<file path="src/rtl/load_store_unit_if.sv">
// Bundles the CPU request/response channel and the word-wide data memory port of the load/store unit.
// The slave modport is the unit itself; the master modport is its environment (CPU plus memory).
interface load_store_unit_if;
    logic        req_valid;
    logic        req_ready;
    logic        req_is_store;
    logic [2:0]  req_funct3;
    logic [31:0] req_address;
    logic [31:0] req_store_data;
    logic        resp_valid;
    logic        resp_error;
    logic [31:0] resp_load_data;
    logic        mem_req;
    logic        mem_write_enable;
    logic [31:0] mem_address;
    logic [31:0] mem_write_data;
    logic [31:0] mem_read_data;

    modport slave (
        input  req_valid, req_is_store, req_funct3, req_address, req_store_data, mem_read_data,
        output req_ready, resp_valid, resp_error, resp_load_data,
        output mem_req, mem_write_enable, mem_address, mem_write_data
    );

    modport master (
        output req_valid, req_is_store, req_funct3, req_address, req_store_data, mem_read_data,
        input  req_ready, resp_valid, resp_error, resp_load_data,
        input  mem_req, mem_write_enable, mem_address, mem_write_data
    );
endinterface

</file>
<file path="src/rtl/load_store_unit.sv">
// Multi-cycle RV32I load/store engine over a word-only memory with one-cycle registered read.
// Byte and halfword stores are done as read-merge-write; illegal accesses respond with an error and no memory traffic.
module load_store_unit (
    input  logic             clk,
    input  logic             reset,
    load_store_unit_if.slave bus
);
    typedef enum logic [2:0] {IDLE, READ, MERGE, WRITE, LOAD_RESP, RESP} state_t;

    state_t      state_q;
    logic        isStore_q;
    logic [2:0]  funct3_q;
    logic [31:0] address_q;
    logic [15:0] storeLow_q;

    logic        reqReady_q;
    logic        respValid_q;
    logic        respError_q;
    logic [31:0] respLoadData_q;
    logic        memReq_q;
    logic        memWriteEnable_q;
    logic [31:0] memAddress_q;
    logic [31:0] memWriteData_q;

    logic        accessLegal_d;
    logic [7:0]  loadByte;
    logic [15:0] loadHalf;
    logic [31:0] loadData_d;
    logic [31:0] mergedWord_d;

    // Alignment by access size, then the funct3 codes that exist only for loads (unsigned) are rejected for stores.
    always_comb begin
        accessLegal_d = 1'b0;
        case (bus.req_funct3[1:0])
            2'b00:   accessLegal_d = 1'b1;
            2'b01:   accessLegal_d = ~bus.req_address[0];
            2'b10:   accessLegal_d = (bus.req_address[1:0] == 2'b00);
            default: accessLegal_d = 1'b0;
        endcase
        if (bus.req_is_store ? bus.req_funct3[2] : (bus.req_funct3 == 3'b110))
            accessLegal_d = 1'b0;
    end

    always_comb begin
        loadByte = bus.mem_read_data[{address_q[1:0], 3'b000} +: 8];
        loadHalf = bus.mem_read_data[{address_q[1], 4'b0000} +: 16];
        case (funct3_q)
            3'b000:  loadData_d = {{24{loadByte[7]}}, loadByte};
            3'b001:  loadData_d = {{16{loadHalf[15]}}, loadHalf};
            3'b100:  loadData_d = {24'd0, loadByte};
            3'b101:  loadData_d = {16'd0, loadHalf};
            default: loadData_d = bus.mem_read_data;
        endcase
        mergedWord_d = bus.mem_read_data;
        if (funct3_q[1:0] == 2'b00)
            mergedWord_d[{address_q[1:0], 3'b000} +: 8] = storeLow_q[7:0];
        else
            mergedWord_d[{address_q[1], 4'b0000} +: 16] = storeLow_q;
    end

    // Memory and response outputs default low each cycle, so every pulse lasts exactly one state.
    always_ff @(posedge clk) begin
        if (reset) begin
            state_q          <= IDLE;
            isStore_q        <= 1'b0;
            funct3_q         <= 3'd0;
            address_q        <= 32'd0;
            storeLow_q       <= 16'd0;
            reqReady_q       <= 1'b1;
            respValid_q      <= 1'b0;
            respError_q      <= 1'b0;
            respLoadData_q   <= 32'd0;
            memReq_q         <= 1'b0;
            memWriteEnable_q <= 1'b0;
            memAddress_q     <= 32'd0;
            memWriteData_q   <= 32'd0;
        end else begin
            respValid_q      <= 1'b0;
            respError_q      <= 1'b0;
            respLoadData_q   <= 32'd0;
            memReq_q         <= 1'b0;
            memWriteEnable_q <= 1'b0;
            memAddress_q     <= 32'd0;
            memWriteData_q   <= 32'd0;
            case (state_q)
                IDLE: begin
                    if (bus.req_valid && reqReady_q) begin
                        reqReady_q <= 1'b0;
                        isStore_q  <= bus.req_is_store;
                        funct3_q   <= bus.req_funct3;
                        address_q  <= bus.req_address;
                        storeLow_q <= bus.req_store_data[15:0];
                        if (!accessLegal_d) begin
                            state_q     <= RESP;
                            respValid_q <= 1'b1;
                            respError_q <= 1'b1;
                        end else if (bus.req_is_store && (bus.req_funct3[1:0] == 2'b10)) begin
                            state_q          <= WRITE;
                            memReq_q         <= 1'b1;
                            memWriteEnable_q <= 1'b1;
                            memAddress_q     <= {bus.req_address[31:2], 2'b00};
                            memWriteData_q   <= bus.req_store_data;
                        end else begin
                            state_q      <= READ;
                            memReq_q     <= 1'b1;
                            memAddress_q <= {bus.req_address[31:2], 2'b00};
                        end
                    end
                end
                READ: begin
                    state_q <= isStore_q ? MERGE : LOAD_RESP;
                end
                MERGE: begin
                    state_q          <= WRITE;
                    memReq_q         <= 1'b1;
                    memWriteEnable_q <= 1'b1;
                    memAddress_q     <= {address_q[31:2], 2'b00};
                    memWriteData_q   <= mergedWord_d;
                end
                WRITE: begin
                    state_q     <= RESP;
                    respValid_q <= 1'b1;
                end
                LOAD_RESP: begin
                    state_q        <= RESP;
                    respValid_q    <= 1'b1;
                    respLoadData_q <= loadData_d;
                end
                RESP: begin
                    state_q    <= IDLE;
                    reqReady_q <= 1'b1;
                end
                default: begin
                    state_q    <= IDLE;
                    reqReady_q <= 1'b1;
                end
            endcase
        end
    end

    assign bus.req_ready        = reqReady_q;
    assign bus.resp_valid       = respValid_q;
    assign bus.resp_error       = respError_q;
    assign bus.resp_load_data   = respLoadData_q;
    assign bus.mem_req          = memReq_q;
    assign bus.mem_write_enable = memWriteEnable_q;
    assign bus.mem_address      = memAddress_q;
    assign bus.mem_write_data   = memWriteData_q;
endmodule

</file>
<file path="src/flat_wrapper.sv">
// flat-port wrapper written by rule: the top's interface ports become plain ports
module load_store_unit_flat 
  (clk, reset, bus_req_valid, bus_req_is_store, bus_req_funct3, bus_req_address, bus_req_store_data, bus_mem_read_data, bus_req_ready, bus_resp_valid, bus_resp_error, bus_resp_load_data, bus_mem_req, bus_mem_write_enable, bus_mem_address, bus_mem_write_data);
  load_store_unit_if bus_i ();
  input  logic clk;
  input  logic reset;
  input wire logic [$bits(bus_i.req_valid)-1:0] bus_req_valid;
  input wire logic [$bits(bus_i.req_is_store)-1:0] bus_req_is_store;
  input wire logic [$bits(bus_i.req_funct3)-1:0] bus_req_funct3;
  input wire logic [$bits(bus_i.req_address)-1:0] bus_req_address;
  input wire logic [$bits(bus_i.req_store_data)-1:0] bus_req_store_data;
  input wire logic [$bits(bus_i.mem_read_data)-1:0] bus_mem_read_data;
  output wire logic [$bits(bus_i.req_ready)-1:0] bus_req_ready;
  output wire logic [$bits(bus_i.resp_valid)-1:0] bus_resp_valid;
  output wire logic [$bits(bus_i.resp_error)-1:0] bus_resp_error;
  output wire logic [$bits(bus_i.resp_load_data)-1:0] bus_resp_load_data;
  output wire logic [$bits(bus_i.mem_req)-1:0] bus_mem_req;
  output wire logic [$bits(bus_i.mem_write_enable)-1:0] bus_mem_write_enable;
  output wire logic [$bits(bus_i.mem_address)-1:0] bus_mem_address;
  output wire logic [$bits(bus_i.mem_write_data)-1:0] bus_mem_write_data;
  assign bus_i.req_valid = bus_req_valid;
  assign bus_i.req_is_store = bus_req_is_store;
  assign bus_i.req_funct3 = bus_req_funct3;
  assign bus_i.req_address = bus_req_address;
  assign bus_i.req_store_data = bus_req_store_data;
  assign bus_i.mem_read_data = bus_mem_read_data;
  assign bus_req_ready = bus_i.req_ready;
  assign bus_resp_valid = bus_i.resp_valid;
  assign bus_resp_error = bus_i.resp_error;
  assign bus_resp_load_data = bus_i.resp_load_data;
  assign bus_mem_req = bus_i.mem_req;
  assign bus_mem_write_enable = bus_i.mem_write_enable;
  assign bus_mem_address = bus_i.mem_address;
  assign bus_mem_write_data = bus_i.mem_write_data;
  load_store_unit u_core (.clk(clk), .reset(reset), .bus(bus_i));
endmodule
</file>
<file path="config.mk">
export PLATFORM = sky130hd
export DESIGN_NAME = load_store_unit_flat
export DESIGN_NICKNAME = d
export VERILOG_FILES = /design/src/rtl/load_store_unit_if.sv /design/src/rtl/load_store_unit.sv /design/src/flat_wrapper.sv
export SDC_FILE = /design/constraint.sdc
export NUM_CORES = 1
export LEC_CHECK = 0
export CAP_MARGIN = 20
export CORE_UTILIZATION = 65
export CTS_CLUSTER_DIAMETER = 50
export CTS_CLUSTER_SIZE = 12
export DETAILED_ROUTE_END_ITERATION = 6
export DONT_BUFFER_PORTS = 1
export GPL_TIMING_DRIVEN = 0
export PLACE_DENSITY_LB_ADDON = 0.2
export SLEW_MARGIN = 40
export SYNTH_ARGS = -nofsm -noshare
export SYNTH_HDL_FRONTEND = slang
export SYNTH_SLANG_ARGS = --single-unit
</file>
<file path="constraint.sdc">
create_clock -name clk -period 3.8 [get_ports clk]
set_clock_uncertainty 0.1 [all_clocks]
set_input_delay 0.57 -clock clk [delete_from_list [all_inputs] [get_ports clk]]
set_output_delay 0.57 -clock clk [all_outputs]
set_load 0.02 [all_outputs]
</file>
Word level (Yosys, flattened, before mapping)
Cells that the tools add are included.
{ "op_classes": {"add_sub_neg": 2, "mul": 0, "div_mod_pow": 0, "order_cmp": 0, "n_eq_ne": 11, "shift": 6, "muxes": 31, "bitwise_logic": 4, "n_reduce_logical": 13} }
{ "op_table": {"columns": ["operator", "count"], "rows": [
  ["$mux 32", 6],
  ["$pmux 32 s2", 2],
  ["$pmux 32 s4", 1],
  ["$bwmux 32", 2],
  ["$shift 16x7->32 const A", 1],
  ["$shift 8x7->32 const A", 1],
  ["$shiftx 16x7->32", 1],
  ["$shiftx 32x6->16", 1],
  ["$shiftx 32x6->8", 1],
  ["$shiftx 8x7->32", 1],
  ["$neg 5->7", 2],
  ["$eq 3x3->1 const B", 4],
  ["$pmux 3 s4", 1],
  ["$mux 1", 10],
  ["$mux 3", 3],
  ["$pmux 1 s2", 4],
  ["$eq 3x1->1 const B", 2],
  ["$eq 3x2->1 const B", 2],
  ["$logic_not 2->1", 3],
  ["$logic_not 3->1", 2],
  ["$reduce_or 2->1", 3],
  ["$not 1->1", 4],
  ["$reduce_and 2->1", 2],
  ["$reduce_or 4->1", 1],
  ["other kinds (6)", 7]
]} }
{ "totals": {"reg_bits": 156, "latchBits": 0, "ramBits": 0, "rom_bits": 0, "inputBits": 103, "wordCells": 80, "memories": 0} }

Depth between registers and ports, before layout
Gate-level depths: netlist (run 1).
{ "depth": {"ltp_word": 6, "depth_mapped": 8, "ltp_nobuf": 6} }

Worst setup path before layout (run 1)
No wires, ideal clock.
{ "synth_timing": {"path_type": "flip-flop to flip-flop", "startpoint": "reg u_core.address_q[0]", "endpoint": "reg u_core.memWriteData_q[24], in the netlist u_core.bus.mem_write_data[24]", "setup_ns": 0.057, "t_arrival_ns": 1.843, "path_slack_ns": 1.800, "stages_incl_launch_ff": 9, "path_buffers": 2, "period_less_slack_ns": 2.000, "path_cell_list": "dfxtp_1 > buf_2 > inv_1 > ha_1 > nor4bb_1 > buf_1 > a221oi_1 > a211oi_1 > a21o_1"} }
{ "synth_between": {"elab_chain_cells": 5} }
{ "synth_lines": {"columns": ["item", "line", "source"], "rows": [
  ["start: declaration", "load_store_unit.sv:13", "logic [31:0] address_q;"],
  ["start signal: assignment", "load_store_unit.sv:91", "address_q <= bus.req_address;"],
  ["$neg 5->7 (*)", "load_store_unit.sv:56", "mergedWord_d[{address_q[1:0], 3'b000} +: 8] = storeLow_q[7:0];"],
  ["$shiftx 8x7->32 or $shift 8x7->32 (tied branches)", "load_store_unit.sv:56", null],
  ["$bwmux 32 (*)", "load_store_unit.sv:56", null],
  ["$mux 32 (*)", "load_store_unit.sv:55", "if (funct3_q[1:0] == 2'b00)"],
  ["$pmux 32 s2 (*)", "load_store_unit.sv:85", "case (state_q)"],
  ["end signal: assignment", "load_store_unit.sv:102", "memWriteData_q <= bus.req_store_data;"],
  ["end signal: assignment", "load_store_unit.sv:118", "memWriteData_q <= mergedWord_d;"],
  ["end: declaration", "load_store_unit.sv:23", "logic [31:0] memWriteData_q;"]
]} }
Mark *: on every way between the ends. The rest lies on a longest branch, timed or not.
A chain may end at the register's enable or synchronous reset.

Worst setup path in the final report (run 1)
{ "layout_timing": {"startpoint": "reg u_core.address_q[1]", "endpoint": "reg u_core.memWriteData_q[15], in the netlist u_core.bus.mem_write_data[15]"} }
{ "layout_between": {"elab_chain_cells": 5} }
{ "layout_lines": {"columns": ["item", "line", "source"], "rows": [
  ["$neg 5->7, on equally long branches", "load_store_unit.sv:58, load_store_unit.sv:56", null],
  ["$shiftx 16x7->32, or another cell as far along", "load_store_unit.sv:58", "mergedWord_d[{address_q[1], 4'b0000} +: 16] = storeLow_q;"],
  ["$bwmux 32, on equally long branches", "load_store_unit.sv:58, load_store_unit.sv:56", null],
  ["$mux 32 (*)", "load_store_unit.sv:55", null],
  ["$pmux 32 s2 (*)", "load_store_unit.sv:85", null]
]} }
Marks and branches as above.

==> impl_metrics.toml, run 1 <==
[routing]
viasPerCell = 6.72
post-route-drc-count = 0
first_pass_iters = 5
drt_iter0_markers = 436
vias = 6224
ant_nets = 0
wl_per_cell_microns = 21.8
drt-total-wl_microns = 20200

[clock_network]
clkLatencyLatePin_ns = 0.54
clock-sinks = 154
cts_resized = 0
cts_buffer_depth = 2
cts_root_buf = "clkbuf_8"
clkSlewWorstSetupHoldPaths_ns = 0.07
cts_buffers = 17
hold_buffers = 0
cts_tree = "done"
post_cts_buffers = 0
ctsHtreeMaxLevel = 4

[timing]
setup_tns_ns = 0
fin_crit_ns = 2.55
relSlewSlack = 0.573
finalHoldViolations = 0
drv_slew = 0
finalCritPeriodShare = 0.670
setup_viol = 0
max_freq_mhz = 393
rsz0062_at_grt = "no"
worst_slew_pin_slew_ns = 0.640

[logic_synthesis]
ys_types = 39
ys_ff_latch = 154
syn_area_per_cell_sq_um = 8.74
syn-cell-area_sq_um = 6640
netlist_instances = 760
yosys_warnings = 0
yosysSeqAreaShare = 0.464

[floorplan]
die_x_microns = 103
die_area_sq_um = 10600
rows = 36
start_util = 0.676
core_sq_um = 9820
io_pins = 204
die_h_microns = 103

[layout]
nFillCells = 764
fin_util = 0.755
final_layout_size_suffix_gt1_frac = 0.0908
syn_to_final_growth_pct = 11.6
nets = 888
n_antenna_cell = 0

[status]
status = "complete, no violations"

[global_route]
grt_use_total = 0.382
grt_pass1_wl_microns = 30600
grt_pass1_vias = 5929
antenna_found_initial = 0
grt.overflow.total = 0
grt_max_degree = 17

[critical_path]
critical_path_class = "register to register"
crit_arrival_ns = 2.93
slowest_stage = "ha_1"
cp.required_ns = 4.18
path_max_fanout = 11
path_cells = "buf_2, inv_1, ha_1, and4b_1, buf_1, a221oi_1, a211oi_1, a21o_1"
cp-end-kind = "register"
crit_path_max_incr_delay_ns = 0.41
crit_path_start_kind = "register"

[power_and_ir_drop]
peakVddDrop_mv = 0.368
power_mw = 4.30
p_per_area_nw_per_um2 = 580
p_leak_nw = 2.79

[placed_design]
gp_congestion = 0.920
hpwl_microns = 14400
portBuffers = 0

[worst_hold_path]
hold_path.class = "input port to register"

[run]
cap_violations = 0
-- cells in the mapped netlist --
| library cell | instances | area (sq um) |
|---|---|---|
| nor4bb_1 | 2 | 20.0 |
| nand4_1 | 8 | 50.1 |
| o211ai_2 | 1 | 12.5 |
| o21bai_1 | 1 | 7.51 |
| nor2b_1 | 1 | 6.26 |
| a221o_1 | 1 | 10.0 |
| a221oi_1 | 40 | 350 |
| a31oi_4 | 1 | 21.3 |
| mux2_2 | 2 | 22.5 |
| clkbuf_1 | 42 | 158 |
| nor3_1 | 12 | 60.1 |
| a211o_1 | 9 | 78.8 |
| conb_1 | 1 | 3.75 |
| buf_2 | 21 | 105 |
| a21oi_1 | 96 | 480 |
| a21o_1 | 31 | 233 |
| or3_1 | 9 | 56.3 |
| dfxtp_1 | 154 | 3080 |
| o22a_1 | 1 | 8.76 |
| mux2i_1 | 33 | 330 |
| and4_1 | 2 | 17.5 |
| a31oi_1 | 1 | 6.26 |
| nand2b_1 | 9 | 56.3 |
| ha_1 | 5 | 62.6 |
| buf_1 | 5 | 18.8 |
| a32oi_1 | 30 | 263 |
| o2bb2ai_1 | 1 | 8.76 |
| and2_1 | 4 | 25.0 |
| and4b_1 | 2 | 20.0 |
| nand3b_1 | 1 | 7.51 |
| nand3_1 | 7 | 35.0 |
| buf_4 | 4 | 30.0 |
| inv_1 | 14 | 52.6 |
| nand2_1 | 131 | 492 |
| or2_2 | 10 | 62.6 |
| a211oi_1 | 24 | 180 |
| o41ai_4 | 1 | 27.5 |
| nor2_1 | 41 | 154 |
| nor3b_2 | 2 | 25.0 |
-- cell type report --
type | instances | area [sq um] | share of cell area
inverters | 14 | 52.6 | 0.00709
plain buffers | 72 | 312 | 0.0420
clock inverters | 12 | 164 | 0.0221
multi-input cells | 521 | 3200 | 0.432
well taps | 133 | 166 | 0.0225
clock buffers | 20 | 435 | 0.0588
flip-flops and latches | 154 | 3080 | 0.416
-- worst max-delay path: cells and delay by family (launching register included) --
family / cells / cell delay, ns
adders and majority gates: 1 / 0.41
buffers and inverters: 3 / 0.73
DFF: 1 / 0.36
AOI/OAI and AO/OA: 3 / 0.67
and+or+nand+nor: 1 / 0.22
-- final timing paths --
| kind | from | endpoint | slack [ns] | depth (start not counted) |
|---|---|---|---|---|
| setup / recovery | u_core.address_q[1] | u_core.bus.mem_write_data[15] | 1.25 | 8 |
| hold / removal | bus_req_store_data[18] | u_core.bus.mem_write_data[18] | 0.04 | 1 |
| setup reg to reg | u_core.address_q[1] | u_core.bus.mem_write_data[15] | 1.25 | 8 |
| hold reg to reg | u_core.address_q[30] | u_core.address_q[30] | 0.35 | 2 |
-- cell families after synthesis --
family | Yosys count | synth area share
AND/OR/NAND/NOR | 241 | 0.164
AO/OA/AOI/OAI | 238 | 0.254
flip-flops | 154 | 0.464
buffers and inverters | 86 | 0.0548
multiplexers | 35 | 0.0531
adder cells (fa/ha/maj) | 5 | 0.00942
other | 1 | 0.000565
-- state kept, by name (all words and copies together) (netlist names) --
signal / cells
u_core.isStore_q: 1
u_core.address_q: 32
u_core.bus.resp_valid: 1
u_core.state_q: 3
u_core.bus.mem_req: 1
u_core.bus.mem_address: 30
u_core.bus.mem_write_enable: 1
u_core.bus.mem_write_data: 32
u_core.bus.resp_load_data: 32
u_core.storeLow_q: 16
u_core.funct3_q: 3
u_core.bus.resp_error: 1
u_core.bus.req_ready: 1
-- placed cells by master, fill, tap and decap left out, drive strengths merged, types with 3 or more instances in the layout --
master / instances
nand4: 8
or3: 9
nand2b: 9
clkbuf: 62
a21oi: 96
inv: 16
a211o: 9
a32oi: 30
or2: 10
clkinv: 6
nand2: 131
nor3: 12
a221oi: 40
mux2i: 33
bufinv: 3
nor2: 41
nand3: 7
buf: 30
a21o: 31
ha: 5
and2: 4
dfxtp: 154
a211oi: 24
-- stage by stage --
| stage | cell area (sq um) | hold WS (ns) | setup slack, ns | cells |
|---|---|---|---|---|
| 3_3_place_gp | 6810 | 0.341 | 1.40 | 894 |
| 4_1_cts | 7410 | 0.0384 | 1.34 | 926 |
| 3_5_place_dp | 6810 | 0.347 | 1.36 | 894 |
| 5_1_grt | 7410 | 0.0381 | 1.14 | 926 |
| 6_report | 7410 | 0.0371 | 1.25 | 926 |
| 2_1_floorplan | 6650 | 0.336 | 1.80 | 761 |
-- per-layer routing --
metal  part of all wire  global-route usage  routed length (microns)  up-vias
met5                  0                   0                        0        -
met4              0.041               0.191                      826        0
met3               0.12               0.122                     2440       74
met2               0.48               0.643                     9770      427
met1               0.35               0.437                     7150     2941
li1                   -                   -                        -     2782
-- power by group --
group          leakage (nW)  internal [mW]  switching (mW)
sequential             1.25           1.72           0.135
clock                 0.290           1.03           0.682
combinational          1.25          0.245           0.489
total                  2.79           2.99            1.31
(Power assumes the default switching activity.)
==> run 2, diff against run 1 <==
- CORE_UTILIZATION: 65 -> 63
- clock period: 3.8 -> 2.5 ns (I/O delays scaled with it)
==> run 2 against run 1 <==
First-iteration DRC count grew 31%. Sequential cell count is the same. Hold slack gained 0.012 ns. Routed wire length grew 12%. Design area grew 13%. Core utilization grew 6.3 points. Critical path type unchanged. Critical endpoint is now u_core.bus.mem_write_data[26]. Largest cell class unchanged.
==> impl_metrics.toml, run 2 (synthesis gave the netlist of run 1 again) <==
[run]
cap_violations = 0

[timing]
holdWs_ns = 0.0490
max_freq_mhz = 410
finalHoldViolations = 0
drv_slew = 0
worst_slew_pin_slew_ns = 0.576
fin_crit_ns = 2.44
rsz0062_at_grt = "yes"
finalCritPeriodShare = 0.976
relSlewSlack = 0.616
setup_viol = 0

[routing]
vias = 6688
ant_nets = 0
drt-total-wl_microns = 22600
post-route-drc-count = 0
first_pass_iters = 5
wl_per_cell_microns = 22.0
viasPerCell = 6.51
drt_iter0_markers = 573

[clock_network]
clkSlewWorstSetupHoldPaths_ns = 0.06
cts_root_buf = "clkbuf_8"
ctsHtreeMaxLevel = 4
cts_buffers = 17
clock-sinks = 154
clkLatencyLatePin_ns = 0.55
cts_tree = "done"
cts_buffer_depth = 2
post_cts_buffers = 0

[power_and_ir_drop]
p_leak_nw = 3.20
peakVddDrop_mv = 0.771
power_mw = 6.56
p_per_area_nw_per_um2 = 780

[layout]
nFillCells = 642
final_common_cell = "dfxtp_1"
final_layout_size_suffix_gt1_frac = 0.0886
syn_to_final_growth_pct = 26.6
n_antenna_cell = 0
nets = 988
fin_area_sq_um = 8410
multi_input_area_sq_um = 3230
regArea_sq_um = 3080
finalNonFillerCells = 1028
final_cell_mix = "dfxtp_1, nand2_1, dlygate4sd3_1, a21oi_1, clkbuf_1"

[critical_path]
critical_path_class = "register to register"
crit_path_start_kind = "register"
r2r_slack_ns = 0.06
crit_path_max_incr_delay_ns = 0.40
path_cells = "buf_2, inv_1, ha_2, nor4bb_1, clkbuf_2, a221oi_1, a211oi_1, a21o_1"
path_max_fanout = 11
slowest_stage = "ha_2"
r2r_end = "u_core.bus.mem_write_data[26]"
crit_arrival_ns = 2.84
cp.required_ns = 2.90
r2r_start = "u_core.address_q[1]"
r2r_cells = 8
cp-end-kind = "register"

[placed_design]
place_area_sq_um = 6820
gp_congestion = 0.928
hpwl_microns = 14300
portBuffers = 0
placedCellCount = 897

[global_route]
grt_max_degree = 17
antenna_found_initial = 0
grt.overflow.total = 0
grt_pass1_wl_microns = 35000
grt_use_total = 0.411
grt_pass1_vias = 6552

[worst_hold_path]
hp-start = "bus_mem_read_data[9]"
hold_path.class = "input port to register"
hold_path_depth = 3
min_to = "u_core.bus.resp_load_data[1]"

[status]
status = "complete, no violations"

[floorplan]
die_area_sq_um = 11000
core_sq_um = 10300
start_util = 0.646
die_h_microns = 105
io_pins = 204
die_x_microns = 105
rows = 37
run 2: what timing repair did:
action                                 CTS  global route
setup endpoints to repair                0            21
resized for setup                        0             8
endpoints found under the hold margin  147             0
hold buffers                           101             0
run 2: cell type report:
cell class / instances / area share
inverter: 14 / 0.00625
clock inverter: 12 / 0.0146
buffer: 71 / 0.0369
tap: 136 / 0.0202
timing repair buffer: 101 / 0.120
multi-input combinational: 521 / 0.384
clock buffer: 19 / 0.0513
sequential: 154 / 0.367
run 2: metrics by stage:
step	worst slack (ns)	setup TNS, ns	utilization
floorplan	0.500	0	-
global placement	0.0671	0	0.663
detailed placement	0.0284	0	0.663
CTS	0.0137	0	0.815
global route	-0.0230	-0.0499	0.818
finish	0.0590	0	0.818
run 2: worst max-delay path by stage:
stage / startpoint / to / slack [ns] / depth (start not counted)
after floorplan: u_core.address_q[0] / u_core.bus.mem_write_data[24] / 0.50 / 8
after global placement: u_core.address_q[1] / u_core.bus.mem_write_data[16] / 0.07 / 8
after detailed placement: u_core.address_q[1] / u_core.bus.mem_write_data[16] / 0.03 / 8
after CTS: u_core.address_q[1] / u_core.bus.mem_write_data[16] / 0.01 / 8
after global routing: u_core.address_q[1] / u_core.bus.mem_write_data[24] / -0.02 / 8
final: u_core.address_q[1] / u_core.bus.mem_write_data[26] / 0.06 / 8
run 2: metal layers:
metal | up-vias | GRT usage | routed length [microns]
met2 | 461 | 0.723 | 11200
met1 | 3154 | 0.440 | 8270
li1 | 2987 | - | -
met5 | - | 0 | 0
met3 | 86 | 0.141 | 2290
met4 | 0 | 0.193 | 886
run 2: critical path, delay by kind of cell, from the launching register on:
family                     cells  cell delay, ns
buffers and inverters          3            0.70
DFF                            1            0.34
AOI/OAI and AO/OA              3            0.60
adders and majority gates      1            0.40
and+or+nand+nor                1            0.27
run 2: power by group:
group	switching, mW	internal, mW	leakage (nW)
sequential	0.212	2.62	1.25
combinational	0.798	0.486	1.68
clock	1.01	1.43	0.274
==> run 3, diff against run 2 <==
- CORE_ASPECT_RATIO: not set -> 1.25
==> run 3 against run 2 <==
The flow now finishes with violations (negative hold slack). Routed wire length increased by 1.3%. Power increased by 1.3%. Hold slack got worse by 0.050 ns. Sequential share of layout area increased by 1.1 points. Non-clock buffer count decreased by 25. Via count increased by 1.0%. Sequential power about the same. Sequential cell count unchanged. Core utilization decreased by 1.4 points. Clock power increased by 4%. Critical endpoint is now u_core.bus.mem_write_data[30]. Highest routed layer unchanged.
==> impl_metrics.toml, run 3 (synthesis gave the netlist of run 1 again) <==
[timing]
drv_slew = 0
worst_slew_pin_slew_ns = 0.632
holdWs_ns = -0.000503
fin_crit_ns = 2.38
relSlewSlack = 0.579
setup_tns_ns = 0
max_freq_mhz = 421
setup_viol = 0
finalCritPeriodShare = 0.951
finalHoldViolations = 2
rsz0062_at_grt = "yes"

[placed_design]
portBuffers = 0
place_area_sq_um = 6810
gp_congestion = 0.890
placedCellCount = 890
hpwl_microns = 14800

[layout]
final_cell_mix = "dfxtp_1, nand2_1, a21oi_1, dlygate4sd3_1, clkbuf_1"
final_common_cell = "dfxtp_1"
syn_to_final_growth_pct = 22.9
nFillCells = 651
nets = 963
fin_area_sq_um = 8170
final_layout_size_suffix_gt1_frac = 0.0899
multi_input_area_sq_um = 3210
regArea_sq_um = 3080
finalNonFillerCells = 997
fin_util = 0.804
n_antenna_cell = 0

[global_route]
grt_pass1_vias = 6629
grt_use_total = 0.421
use_met2 = 0.731
gr-usage-met1 = 0.451
grt_pass1_wl_microns = 35100
antenna_found_initial = 0
globalRouteMet3Util = 0.119
grt.overflow.total = 0
busiest_layer = "met2"
grt_max_degree = 17

[floorplan]
die_area_sq_um = 11000
start_util = 0.654
die_h_microns = 117
io_pins = 204
die_x_microns = 93.8
rows = 41
core_sq_um = 10200

[clock_network]
cts_buffer_depth = 2
cts_tree = "done"
ctsHtreeMaxLevel = 4
clkLatencyLatePin_ns = 0.43
cts_root_buf = "clkbuf_16"
cts_buffers = 17
clock-sinks = 154
clkSlewWorstSetupHoldPaths_ns = 0.07

[critical_path]
cp.required_ns = 2.78
crit_arrival_ns = 2.66
crit_path_max_incr_delay_ns = 0.39
crit_path_start_kind = "register"
cp_top_family = "buffers and inverters"
crit_buf_inv = 3
path_max_fanout = 9
path_cells = "buf_2, inv_1, ha_1, nor4bb_1, buf_4, a221oi_1, a211oi_1, a21o_1"
slowest_stage = "ha_1"
critical_path_class = "register to register"
cp-end-kind = "register"

[run]
cap_violations = 0

[routing]
drt-total-wl_microns = 22900
post-route-drc-count = 0
wl_per_cell_microns = 23.0
first_pass_iters = 6
drt_iter0_markers = 612
ant_nets = 0
viasPerCell = 6.78
vias = 6758

[power_and_ir_drop]
pwr-share-comb = 0.191
switching_share = 0.325
pwr-share-seq = 0.425
p_leak_nw = 3.11
clockPowerShare = 0.384
power_mw = 6.65
p_int_mw = 4.49
p_per_area_nw_per_um2 = 814
peakVddDrop_mv = 0.626
p_switching_mw = 2.16

[status]
status = "complete, but fails checks"
violations = "negative hold slack"

[worst_hold_path]
hold_path.class = "input port to register"
==> run 3: cell count changes in the layout (fill, tap and decap cells not counted), sizes merged <==
| cell | change |
|---|---|
| buf | +2 |
| bufinv | -1 |
| clkbuf | -2 |
| clkinv | -1 |
| dlygate4sd3 | -26 |
| inv | +4 |
==> run 3: final timing paths <==
path                                          start                             to  slack (ns)  cells after the start
worst max-delay path            u_core.address_q[0]  u_core.bus.mem_write_data[30]        0.12                      8
worst min-delay path             bus_req_address[0]            u_core.address_q[0]     -0.0005                      2
worst max register to register  u_core.address_q[0]  u_core.bus.mem_write_data[30]        0.12                      8
worst min register to register  u_core.address_q[2]            u_core.address_q[2]        0.36                      2
==> run 3: area by class of cell <==
cell class | instances | area share
well taps | 129 | 0.0198
inverters | 14 | 0.00690
repair buffers | 76 | 0.0929
flip-flops and latches | 154 | 0.378
multi-input cells | 521 | 0.393
clock buffers | 18 | 0.0526
clock inverters | 14 | 0.0190
plain buffers | 71 | 0.0383
==> run 3: per-layer routing <==
layer,up-vias,part of all wire
li1,2930,-
met1,3220,0.34
met4,0,0.062
met2,483,0.50
met3,125,0.099
met5,-,0
==> run 3: metrics by stage <==
step                worst slack [ns]  hold WS [ns]
detailed placement           -0.0668         0.346
CTS                           0.0447      0.000572
floorplan                      0.500         0.336
finish                         0.122     -0.000503
global route                -0.00527       0.00865
global placement              0.0643         0.341
==> run 3: what timing repair did <==
item,CTS,global route
hold buffers,75,0
buffers inserted,0,1
endpoints found under the setup margin,5,19
endpoints found under the hold margin,85,0
gates cloned,0,0
resized for setup,1,5
==> run 3: power groups by stage <==
stage | Sequential (mW) | Combinational (mW) | Clock [mW]
6_report | 2.83 | 1.27 | 2.55
5_1_grt | 2.84 | 1.37 | 2.64
4_1_cts | 2.82 | 1.19 | 2.53
3_5_place_dp | 2.87 | 1.08 | 0
3_3_place_gp | 2.86 | 1.04 | 0
2_1_floorplan | 2.83 | 0.836 | 0
==> run 3: worst register-to-register path: stages (launching register included) <==
cell and delay (ns):
dfxtp_1 0.35, buf_2 0.23, inv_1 0.13, ha_1 0.39
nor4bb_1 0.38, buf_4 0.23, a221oi_1 0.08, a211oi_1 0.31
a21o_1 0.12
